==> config.mk <==
export PLATFORM = sky130hd
export DESIGN_NAME = ahb_sram_master
export DESIGN_NICKNAME = d
export VERILOG_FILES = /design/src/rtl/ahb_sram_master_pkg.sv /design/src/rtl/ahb_sram_master_addr_gen.sv /design/src/rtl/ahb_sram_master.sv
export SDC_FILE = /design/constraint.sdc
export NUM_CORES = 1
export LEC_CHECK = 0
export ABC_AREA = 0
export BUFFER_PORTS_ARGS = -buffer_cell sky130_fd_sc_hd__buf_4
export CORE_MARGIN = 2
export CORE_UTILIZATION = 54
export CTS_CLUSTER_DIAMETER = 200
export DETAILED_ROUTE_END_ITERATION = 7
export PLACE_DENSITY = 0.88
export SLEW_MARGIN = 40
export SYNTH_ARGS = -nofsm -noshare
export SYNTH_HDL_FRONTEND = slang
export SYNTH_SLANG_ARGS = --single-unit
==> constraint.sdc <==
create_clock -name hclk -period 7.95 [get_ports hclk]
set_input_delay 0.795 -clock hclk [delete_from_list [all_inputs] [get_ports hclk]]
set_output_delay 0.795 -clock hclk [all_outputs]
set_load 0.02 [all_outputs]
==> src/rtl/ahb_sram_master_pkg.sv <==
// Package: ahb_sram_master_pkg
// Shared AHB-Lite codes, FSM state encoding and small address helpers used by
// the ahb_sram_master initiator and its address generator.
package ahb_sram_master_pkg;

  localparam logic [1:0] HTRANS_IDLE   = 2'b00;
  localparam logic [1:0] HTRANS_BUSY   = 2'b01;
  localparam logic [1:0] HTRANS_NONSEQ = 2'b10;
  localparam logic [1:0] HTRANS_SEQ    = 2'b11;

  localparam logic [2:0] HBURST_SINGLE = 3'b000;
  localparam logic [2:0] HBURST_INCR   = 3'b001;

  localparam logic [1:0] HRESP_OKAY    = 2'b00;

  typedef enum logic [1:0] {
    ST_IDLE = 2'd0,
    ST_BUS  = 2'd1,
    ST_LAST = 2'd2,
    ST_ERR  = 2'd3
  } state_t;

  // Size code 3 (doubleword) is not supported on this 32-bit bus; use word.
  function automatic logic [1:0] eff_size(input logic [1:0] s);
    return (s == 2'd3) ? 2'd2 : s;
  endfunction

  // Clear the address bits below the transfer size.
  function automatic logic [31:0] align_addr(input logic [31:0] a, input logic [1:0] s);
    logic [31:0] mask;
    mask = (32'd1 << s) - 32'd1;
    return a & ~mask;
  endfunction

endpackage

==> src/rtl/ahb_sram_master_addr_gen.sv <==
// Module: ahb_sram_master_addr_gen
// Computes the address of the next beat to launch and whether that beat must
// be issued as NONSEQ (first beat, or first beat after a 2^BOUND_W boundary).
// Ports:
//   first_beat  in  1   next launch is the first beat of the command
//   start_addr  in  32  aligned start address of the command
//   cur_addr    in  32  address of the previously launched beat
//   size        in  2   effective transfer size (0..2)
//   next_addr   out 32  address for the beat about to launch
//   restart     out 1   beat must be NONSEQ
module ahb_sram_master_addr_gen #(
  parameter int BOUND_W = 10
) (
  input  logic        first_beat,
  input  logic [31:0] start_addr,
  input  logic [31:0] cur_addr,
  input  logic [1:0]  size,
  output logic [31:0] next_addr,
  output logic        restart
);

  always_comb begin
    // Plain 32-bit add: wraps modulo 2^32 by construction.
    next_addr = first_beat ? start_addr : (cur_addr + (32'd1 << size));
    restart   = first_beat || (next_addr[BOUND_W-1:0] == '0);
  end

endmodule

==> src/rtl/ahb_sram_master.sv <==
// Module: ahb_sram_master
// AHB-Lite initiator turning {addr, len, size, dir} commands into SINGLE/INCR
// transfers with overlapped address/data phases. Handles wait states and the
// two-cycle ERROR response; read beats are returned on rd_valid/rd_data.
// Ports:
//   hclk, hreset                 clock, asynchronous active-high reset
//   cmd_valid/ready/write/addr/len/size   command handshake
//   wr_valid/wr_data/wr_ready    write beat stream (ready = consumed this cycle)
//   rd_valid/rd_data             read beat stream (one pulse per beat)
//   done, err                    command completion pulses
//   hsel..hwdata                 AHB-Lite master outputs
//   hready, hresp, hrdata        AHB-Lite slave responses
module ahb_sram_master
  import ahb_sram_master_pkg::*;
#(
  parameter int LEN_W   = 8,
  parameter int BOUND_W = 10
) (
  input  logic             hclk,
  input  logic             hreset,
  input  logic             cmd_valid,
  output logic             cmd_ready,
  input  logic             cmd_write,
  input  logic [31:0]      cmd_addr,
  input  logic [LEN_W-1:0] cmd_len,
  input  logic [1:0]       cmd_size,
  input  logic             wr_valid,
  input  logic [31:0]      wr_data,
  output logic             wr_ready,
  output logic             rd_valid,
  output logic [31:0]      rd_data,
  output logic             done,
  output logic             err,
  output logic             hsel,
  output logic [31:0]      haddr,
  output logic [1:0]       htrans,
  output logic             hwrite,
  output logic [2:0]       hsize,
  output logic [2:0]       hburst,
  output logic [31:0]      hwdata,
  input  logic             hready,
  input  logic [1:0]       hresp,
  input  logic [31:0]      hrdata
);

  localparam int CNT_W = LEN_W + 1;

  state_t           state_q, state_d;
  logic             cmd_ready_q, cmd_ready_d;
  logic             write_q, write_d;
  logic [1:0]       size_q, size_d;
  logic [LEN_W-1:0] len_q, len_d;
  logic [31:0]      start_q, start_d;
  logic [CNT_W-1:0] issue_cnt_q, issue_cnt_d;
  logic [CNT_W-1:0] done_cnt_q, done_cnt_d;
  logic [31:0]      haddr_q, haddr_d;
  logic [1:0]       htrans_q, htrans_d;
  logic             hwrite_q, hwrite_d;
  logic [2:0]       hsize_q, hsize_d;
  logic [2:0]       hburst_q, hburst_d;
  logic [31:0]      hwdata_q, hwdata_d;
  logic [31:0]      wbuf_q, wbuf_d;
  logic             dphase_q, dphase_d;       // a data phase is in flight
  logic             dphase_wr_q, dphase_wr_d; // ...and it is a write
  logic             rd_valid_q, rd_valid_d;
  logic [31:0]      rd_data_q, rd_data_d;
  logic             done_q, done_d;
  logic             err_q, err_d;

  logic [CNT_W-1:0] len_plus1;
  logic             issued_all;
  logic             launch;
  logic             hresp_ok;
  logic [31:0]      next_addr;
  logic             restart;
  logic [1:0]       cmd_size_eff;

  ahb_sram_master_addr_gen #(.BOUND_W(BOUND_W)) u_addr_gen (
    .first_beat (issue_cnt_q == '0),
    .start_addr (start_q),
    .cur_addr   (haddr_q),
    .size       (size_q),
    .next_addr  (next_addr),
    .restart    (restart)
  );

  assign len_plus1    = CNT_W'(len_q) + CNT_W'(1);
  assign issued_all   = (issue_cnt_q == len_plus1);
  assign hresp_ok     = (hresp == HRESP_OKAY);
  assign cmd_size_eff = eff_size(cmd_size);
  assign launch       = (state_q == ST_BUS) && hready && !issued_all && (!write_q || wr_valid);

  always_comb begin
    state_d     = state_q;
    write_d     = write_q;
    size_d      = size_q;
    len_d       = len_q;
    start_d     = start_q;
    issue_cnt_d = issue_cnt_q;
    done_cnt_d  = done_cnt_q;
    haddr_d     = haddr_q;
    htrans_d    = htrans_q;
    hwrite_d    = hwrite_q;
    hsize_d     = hsize_q;
    hburst_d    = hburst_q;
    hwdata_d    = hwdata_q;
    wbuf_d      = wbuf_q;
    dphase_d    = dphase_q;
    dphase_wr_d = dphase_wr_q;
    rd_data_d   = rd_data_q;
    rd_valid_d  = 1'b0;
    done_d      = 1'b0;
    err_d       = 1'b0;

    // Pipeline advance on every hready edge: the pending address phase moves
    // into the data phase and the current data phase (if OKAY) is retired.
    if (hready) begin
      dphase_d    = htrans_q[1];
      dphase_wr_d = hwrite_q;
      if (htrans_q[1] && hwrite_q) begin
        hwdata_d = wbuf_q;
      end
      if (dphase_q && hresp_ok) begin
        done_cnt_d = done_cnt_q + CNT_W'(1);
        if (!dphase_wr_q) begin
          rd_valid_d = 1'b1;
          rd_data_d  = hrdata;
        end
      end
    end

    unique case (state_q)
      ST_IDLE: begin
        if (cmd_valid && cmd_ready_q) begin
          write_d     = cmd_write;
          size_d      = cmd_size_eff;
          len_d       = cmd_len;
          start_d     = align_addr(cmd_addr, cmd_size_eff);
          issue_cnt_d = '0;
          done_cnt_d  = '0;
          hwrite_d    = cmd_write;
          hsize_d     = {1'b0, cmd_size_eff};
          hburst_d    = (cmd_len == '0) ? HBURST_SINGLE : HBURST_INCR;
          state_d     = ST_BUS;
        end
      end
      ST_BUS: begin
        if (dphase_q && !hresp_ok && !hready) begin
          // First ERROR cycle: cancel whatever address phase is pending.
          htrans_d = HTRANS_IDLE;
          state_d  = ST_ERR;
        end else if (hready) begin
          if (issued_all) begin
            // The final address phase is being accepted at this edge.
            htrans_d = HTRANS_IDLE;
            state_d  = ST_LAST;
          end else if (launch) begin
            haddr_d     = next_addr;
            htrans_d    = restart ? HTRANS_NONSEQ : HTRANS_SEQ;
            issue_cnt_d = issue_cnt_q + CNT_W'(1);
            if (write_q) begin
              wbuf_d = wr_data;
            end
          end else begin
            // Write data not available: haddr is left where it is.
            htrans_d = (issue_cnt_q == '0) ? HTRANS_IDLE : HTRANS_BUSY;
          end
        end
      end
      ST_LAST: begin
        if (dphase_q && !hresp_ok && !hready) begin
          htrans_d = HTRANS_IDLE;
          state_d  = ST_ERR;
        end else if (done_cnt_q == len_plus1) begin
          done_d  = 1'b1;
          state_d = ST_IDLE;
        end
      end
      ST_ERR: begin
        if (hready) begin
          dphase_d = 1'b0;
          done_d   = 1'b1;
          err_d    = 1'b1;
          state_d  = ST_IDLE;
        end
      end
      default: state_d = ST_IDLE;
    endcase

    cmd_ready_d = (state_d == ST_IDLE);
  end

  always_ff @(posedge hclk or posedge hreset) begin
    if (hreset) begin
      state_q     <= ST_IDLE;
      cmd_ready_q <= 1'b0;
      write_q     <= 1'b0;
      size_q      <= '0;
      len_q       <= '0;
      start_q     <= '0;
      issue_cnt_q <= '0;
      done_cnt_q  <= '0;
      haddr_q     <= '0;
      htrans_q    <= HTRANS_IDLE;
      hwrite_q    <= 1'b0;
      hsize_q     <= '0;
      hburst_q    <= '0;
      hwdata_q    <= '0;
      wbuf_q      <= '0;
      dphase_q    <= 1'b0;
      dphase_wr_q <= 1'b0;
      rd_valid_q  <= 1'b0;
      rd_data_q   <= '0;
      done_q      <= 1'b0;
      err_q       <= 1'b0;
    end else begin
      state_q     <= state_d;
      cmd_ready_q <= cmd_ready_d;
      write_q     <= write_d;
      size_q      <= size_d;
      len_q       <= len_d;
      start_q     <= start_d;
      issue_cnt_q <= issue_cnt_d;
      done_cnt_q  <= done_cnt_d;
      haddr_q     <= haddr_d;
      htrans_q    <= htrans_d;
      hwrite_q    <= hwrite_d;
      hsize_q     <= hsize_d;
      hburst_q    <= hburst_d;
      hwdata_q    <= hwdata_d;
      wbuf_q      <= wbuf_d;
      dphase_q    <= dphase_d;
      dphase_wr_q <= dphase_wr_d;
      rd_valid_q  <= rd_valid_d;
      rd_data_q   <= rd_data_d;
      done_q      <= done_d;
      err_q       <= err_d;
    end
  end

  assign cmd_ready = cmd_ready_q;
  assign wr_ready  = launch && write_q;
  assign rd_valid  = rd_valid_q;
  assign rd_data   = rd_data_q;
  assign done      = done_q;
  assign err       = err_q;
  assign hsel      = 1'b1;
  assign haddr     = haddr_q;
  assign htrans    = htrans_q;
  assign hwrite    = hwrite_q;
  assign hsize     = hsize_q;
  assign hburst    = hburst_q;
  assign hwdata    = hwdata_q;

endmodule
Word-level counts from Yosys, hierarchy flattened
Index checks and enable logic that the tools add are counted.
{ "word_totals": {"mem_count": 0, "mem_bits_ro": 0, "latch_bits": 0, "regBits": 202, "mem_bits_rw": 0, "elab_cells": 114} }
{ "classes": {"shifts": 2, "mux": 40, "n_eq_ne": 13, "n_div": 0, "order_cmp": 0, "n_reduce_logical": 30, "add_sub_neg": 5, "bitwise": 5, "multipliers": 0} }
{ "ops": {"columns": ["operator", "n"], "rows": [
  ["9-bit two-way mux", 9],
  ["1-bit by 2-bit left shift with 32-bit output, first input constant", 2],
  ["32-bit adder", 1],
  ["32-bit AND", 1],
  ["32-bit two-way mux", 1],
  ["32-bit NOT", 1],
  ["32-bit by 1-bit subtractor with 32-bit output, second input constant", 1],
  ["2-bit two-way mux", 13],
  ["9-bit by 1-bit adder with 9-bit output, second input constant", 2],
  ["9-bit equality test", 2],
  ["9-bit one-hot mux with 2 select lines", 1],
  ["1-bit two-way mux", 13],
  ["2-bit inequality test, second input constant", 6],
  ["6-bit AND reduction", 2],
  ["10-bit zero test", 1],
  ["8-bit by 1-bit adder with 9-bit output, second input constant", 1],
  ["1-bit logical AND", 9],
  ["9-bit zero test", 1],
  ["8-bit zero test", 1],
  ["2-bit one-hot mux with 4 select lines", 1],
  ["2-bit equality test, second input constant", 3],
  ["2-bit zero test", 3],
  ["3-bit AND reduction", 2],
  ["5-bit AND reduction", 1],
  ["9 further kinds", 17]
]} }

Logic depth before layout (Yosys ltp)
{ "depth": {"depth_word": 11, "ltp_mapped": 11, "mapped_depth_nobuf": 10} }

By module
A second synthesis with hierarchy kept.
{ "hier_totals": {"cells_unflattened": 875, "hier_area_um2": 9661.8} }
{ "by_module_without_submodules": {"columns": ["module", "seq_area_each_um2", "cells_per_inst", "n_inst", "area_each_um2"], "rows": [
  ["ahb_sram_master", 5004.8, 677, 1, 8459.4],
  ["ahb_sram_master_addr_gen", 0.0, 198, 1, 1202.4]
]} }

Worst setup path after synthesis
OpenSTA, ideal clock, no wires.
{ "synth_timing": {"path_kind": "flip-flop to output port", "from": "register len_q[0]", "to": "output port wr_ready", "arrival_time_ns": 2.170, "required_ns": 7.155, "path_stages_with_launch": 10, "setup_slack_ns": 4.985, "n_path_buf": 2, "path_cell_list": "dfrtp_1 ha_1 nand2_4 o21a_1 or4_1 o211ai_2 nand4_4 and3_1 buf_6 buf_6"} }
{ "synth_between": {"elab_chain_cells": 6} }
{ "synth_rtl": {"columns": ["item", "line_no", "rtl"], "rows": [
  ["from (decl)", "ahb_sram_master.sv:52", "logic [LEN_W-1:0] len_q, len_d;"],
  ["from (signal assigned)", "ahb_sram_master.sv:221", "len_q <= len_d;"],
  ["8-bit by 1-bit adder with 9-bit output", "ahb_sram_master.sv:87", "assign len_plus1 = CNT_W'(len_q) + CNT_W'(1);"],
  ["9-bit equality test", "ahb_sram_master.sv:88", "assign issued_all = (issue_cnt_q == len_plus1);"],
  ["1-bit zero test", "ahb_sram_master.sv:91", "assign launch = (state_q == ST_BUS) && hready && !issued_all && (!write_q || wr_valid);"],
  ["1-bit logical AND (2 in series)", "ahb_sram_master.sv:91", null],
  ["1-bit logical AND", "ahb_sram_master.sv:242", "assign wr_ready = launch && write_q;"],
  ["to (decl)", "ahb_sram_master.sv:29", "output logic wr_ready,"]
]} }
No other way between the ends.

Final worst setup path
Same ends and word-level chain as after synthesis.

==> metrics.txt <==
core area=17300 um2; worst clock skew=0.01394 ns; Overall Global Routing Usage=25.74%; I/O pin cnt=225; Avg Inst Size Synth=10.64 um2; P_leak=5.613 nW; Final Hold Fails=0; die extent in x=136.9 um; number of synthesized flops with an enable pin=0; tightest slew margin relative to the limit=51.72%; Slowest-stage cell, CP=or4_1; wl on met1=9800 um; met2 wire length=11750 um; Reg-to-Reg Start=issue_cnt_q[0]$_DFFE_PP0P_; Mapped Cells=897; number of diodes=0; Post-CTS Hold Buffers=0; Finished Layout Cells=1323; critical path arrival=3.23 ns; metal3 WL=1781 um; Reg2Reg Setup Slack=4.88 ns; Initial Utilization=55.17%; Max Cap Viol=0; Top cell by count, worst path=buf_4; CP max stage delay=0.48 ns; average wire per standard cell=18.18 um; DR top layer=met4; clock slew at reported path FFs=0.08 ns; Final setup violation count=0; CP top delay family=simple AND/OR/NAND/NOR gates; largest net degree at the start of global routing=124; total grt overflow=0; Antenna Nets Post-Route=0; top cell type's share of synthesized area=52.45%; 1st-iter DRT viols=572; crit-path cells=ha_1 -> nand2_4 -> o21a_1 -> or4_1 -> o211ai_2 -> nand4_4 -> and3_2 -> buf_4 -> buf_4; Crit Path Category=reg2out; minimum clock period=4.028 ns; Post-route DRC=0; router iterations before antenna repair=5; vias post-DR=7664; crit start category=flop; Syn. warnings=0; Seq cells post-synth=200; Mapped Area=9543 um2; worst-path fanout max=33; sequential area share after synthesis=52.45%; post-cts resize count=0; Slew @ Worst Pin=0.7242 ns; reg-to-reg endpoint=htrans[0]$_DFFE_PP0P_; # port buffers=220; Pins Over Slew Limit=0; Die Span Y=136.9 um; Max Fclk=248.3 MHz; initial antenna violation count=0; Final Power=4.774 mW; clock tree sinks=200; via/cell ratio=5.793; layout net count=1208; pwr dens=401.8 nW/um2; sum of buffers and inverters on the critical path=2; maximum clock insertion buffer count=2; CP startpoint=len_q[0]$_DFFE_PP0P_; Area growth syn-to-layout=24.51%; Synth async-reset ratio=100.0%; setup TNS=0 ns; cell taking the most area after synthesis=dfrtp_1; GPL Wtd Cong=0.8589; global-route wire length before repair=38040 um; RSZ-0062 raised after global routing=false; Filler Cells Inserted=1320; Site Rows=48; VDD IR-drop max=0.2179 mV; die area=18750 um2; Top FF cell, synth=dfrtp_1; final WL=24050 um; min-delay worst type=in2async; CP Depth=9; later-pin clock latency in the skew report=0.44 ns; DP HPWL=16220 um; CTS tree=done; share of layout cells above drive strength 1=33.70%; post-CTS setup repair buffer count=0; Required @ worst endpoint=7.15 ns; Num CTS Buffers=17; DP Cell Count=1291; clk root buf=clkbuf_16; Critical Path End Type=primary output; synth top area cells=dfrtp_1 52%, mux2_2 7.7%, nand2_1 6.6%, mux2_4 4.6%, nor2_1 2.0%; status=finished clean; period utilisation layout=50.67%; crit path to=wr_ready; Worst R2R Path Depth=9; Cell variety after synth=64; vias in the first global route=7506; H-tree depth=4
## how the worst min path moves through the flow
stage	to	cells after the start	from	slack (ns)
after floorplan	start_q[10]$_DFFE_PP0P_	2	start_q[10]$_DFFE_PP0P_	0.44
after global placement	start_q[24]$_DFFE_PP0P_	2	start_q[24]$_DFFE_PP0P_	0.46
after detailed placement	start_q[24]$_DFFE_PP0P_	2	start_q[24]$_DFFE_PP0P_	0.47
after CTS	start_q[24]$_DFFE_PP0P_	2	start_q[24]$_DFFE_PP0P_	0.48
after global routing	rd_data[11]$_DFFE_PP0P_	2	hreset	0.49
final	rd_data[26]$_DFFE_PP0P_	2	hreset	0.43
## through the flow
step / area [um2] / setup slack, ns / util, % / hold WS [ns]
after floorplan: 9550 / 1.701 / - / 0.4404
after global placement: 11260 / 4.467 / 65.08 / 0.4567
after detailed placement: 11280 / 4.400 / 65.20 / 0.4660
after CTS: 11870 / 3.911 / 68.65 / 0.4832
after global routing: 11880 / 3.783 / 68.69 / 0.4925
final: 11880 / 3.922 / 68.69 / 0.4304
## layer usage
layer / vias up / global-route usage, %
met5: - / 0
met4: 0 / 9.278
met3: 59 / 5.667
met2: 338 / 41.85
met1: 3737 / 34.04
li1: 3530 / -
## synthesized netlist by cell type (7+ instances only)
master and number:
nand4_1 11, nor4_1 9, clkbuf_1 36, o21ai_1 10, a2bb2oi_1 17, o21ai_0 18, and2_1 9, o22a_1 11
nand3_1 27, nor3_1 25, and3_1 9, nand2_1 167, xor2_1 9, xnor2_1 16, buf_4 9, dfrtp_1 200
ha_1 8, a211oi_1 12, a31oi_1 19, inv_1 11, mux2_4 29, mux2_2 65, nor2_1 50, o22ai_1 7
a21oi_1 19
## flip-flops by register name, indices dropped and copies added (netlist names), named ones only
signal,flops
state_q,2
wbuf_q,32
rd_data,32
done_cnt_q,9
rd_valid,1
hwrite,1
done,1
htrans,2
issue_cnt_q,9
size_q,2
dphase_wr_q,1
hburst,1
err,1
haddr,32
len_q,8
cmd_ready,1
hwdata,32
start_q,32
## cells by family (layout without fill, tap and decap cells)
group	count (synthesis)	after routing	synth area share, %
AND/OR/NAND/NOR	342	342	16.56
AO/OA/AOI/OAI	143	143	10.37
multiplexers	103	103	13.24
flip-flops	200	200	52.45
other	2	4	0.07870
XOR/XNOR	25	25	2.294
buffers and inverters	72	271	3.645
adder cells (fa/ha/maj)	10	10	1.364
## cell usage in the layout (no fill, tap or decap), drive strengths merged, types with 17 or more instances in the layout
master and instances:
nor3 25, nand3 29, buf 228, mux2 99, o21ai 28, a21oi 19, dfrtp 200, a2bb2oi 17
nand2 168, inv 19, a31oi 19, nor2 50, clkbuf 17
## cell type report
class                      count  area [um2]  share of cell area (%)
sequential                   200        5005                   42.12
timing repair buffer         228        1715                   14.44
inverter                      11       53.80                  0.4528
clock buffer                  17       425.4                   3.580
tap                          225       281.5                   2.369
multi-input combinational    627        4229                   35.59
clock inverter                15       171.4                   1.443
## where the power goes
group	internal [mW]	switching, mW	leakage, nW	total (mW)
Clock	0.427	0.437	0.295	0.864
Combinational	0.951	1.06	2.85	2.01
Sequential	1.48	0.419	2.47	1.90
(Power assumes the default switching activity.)
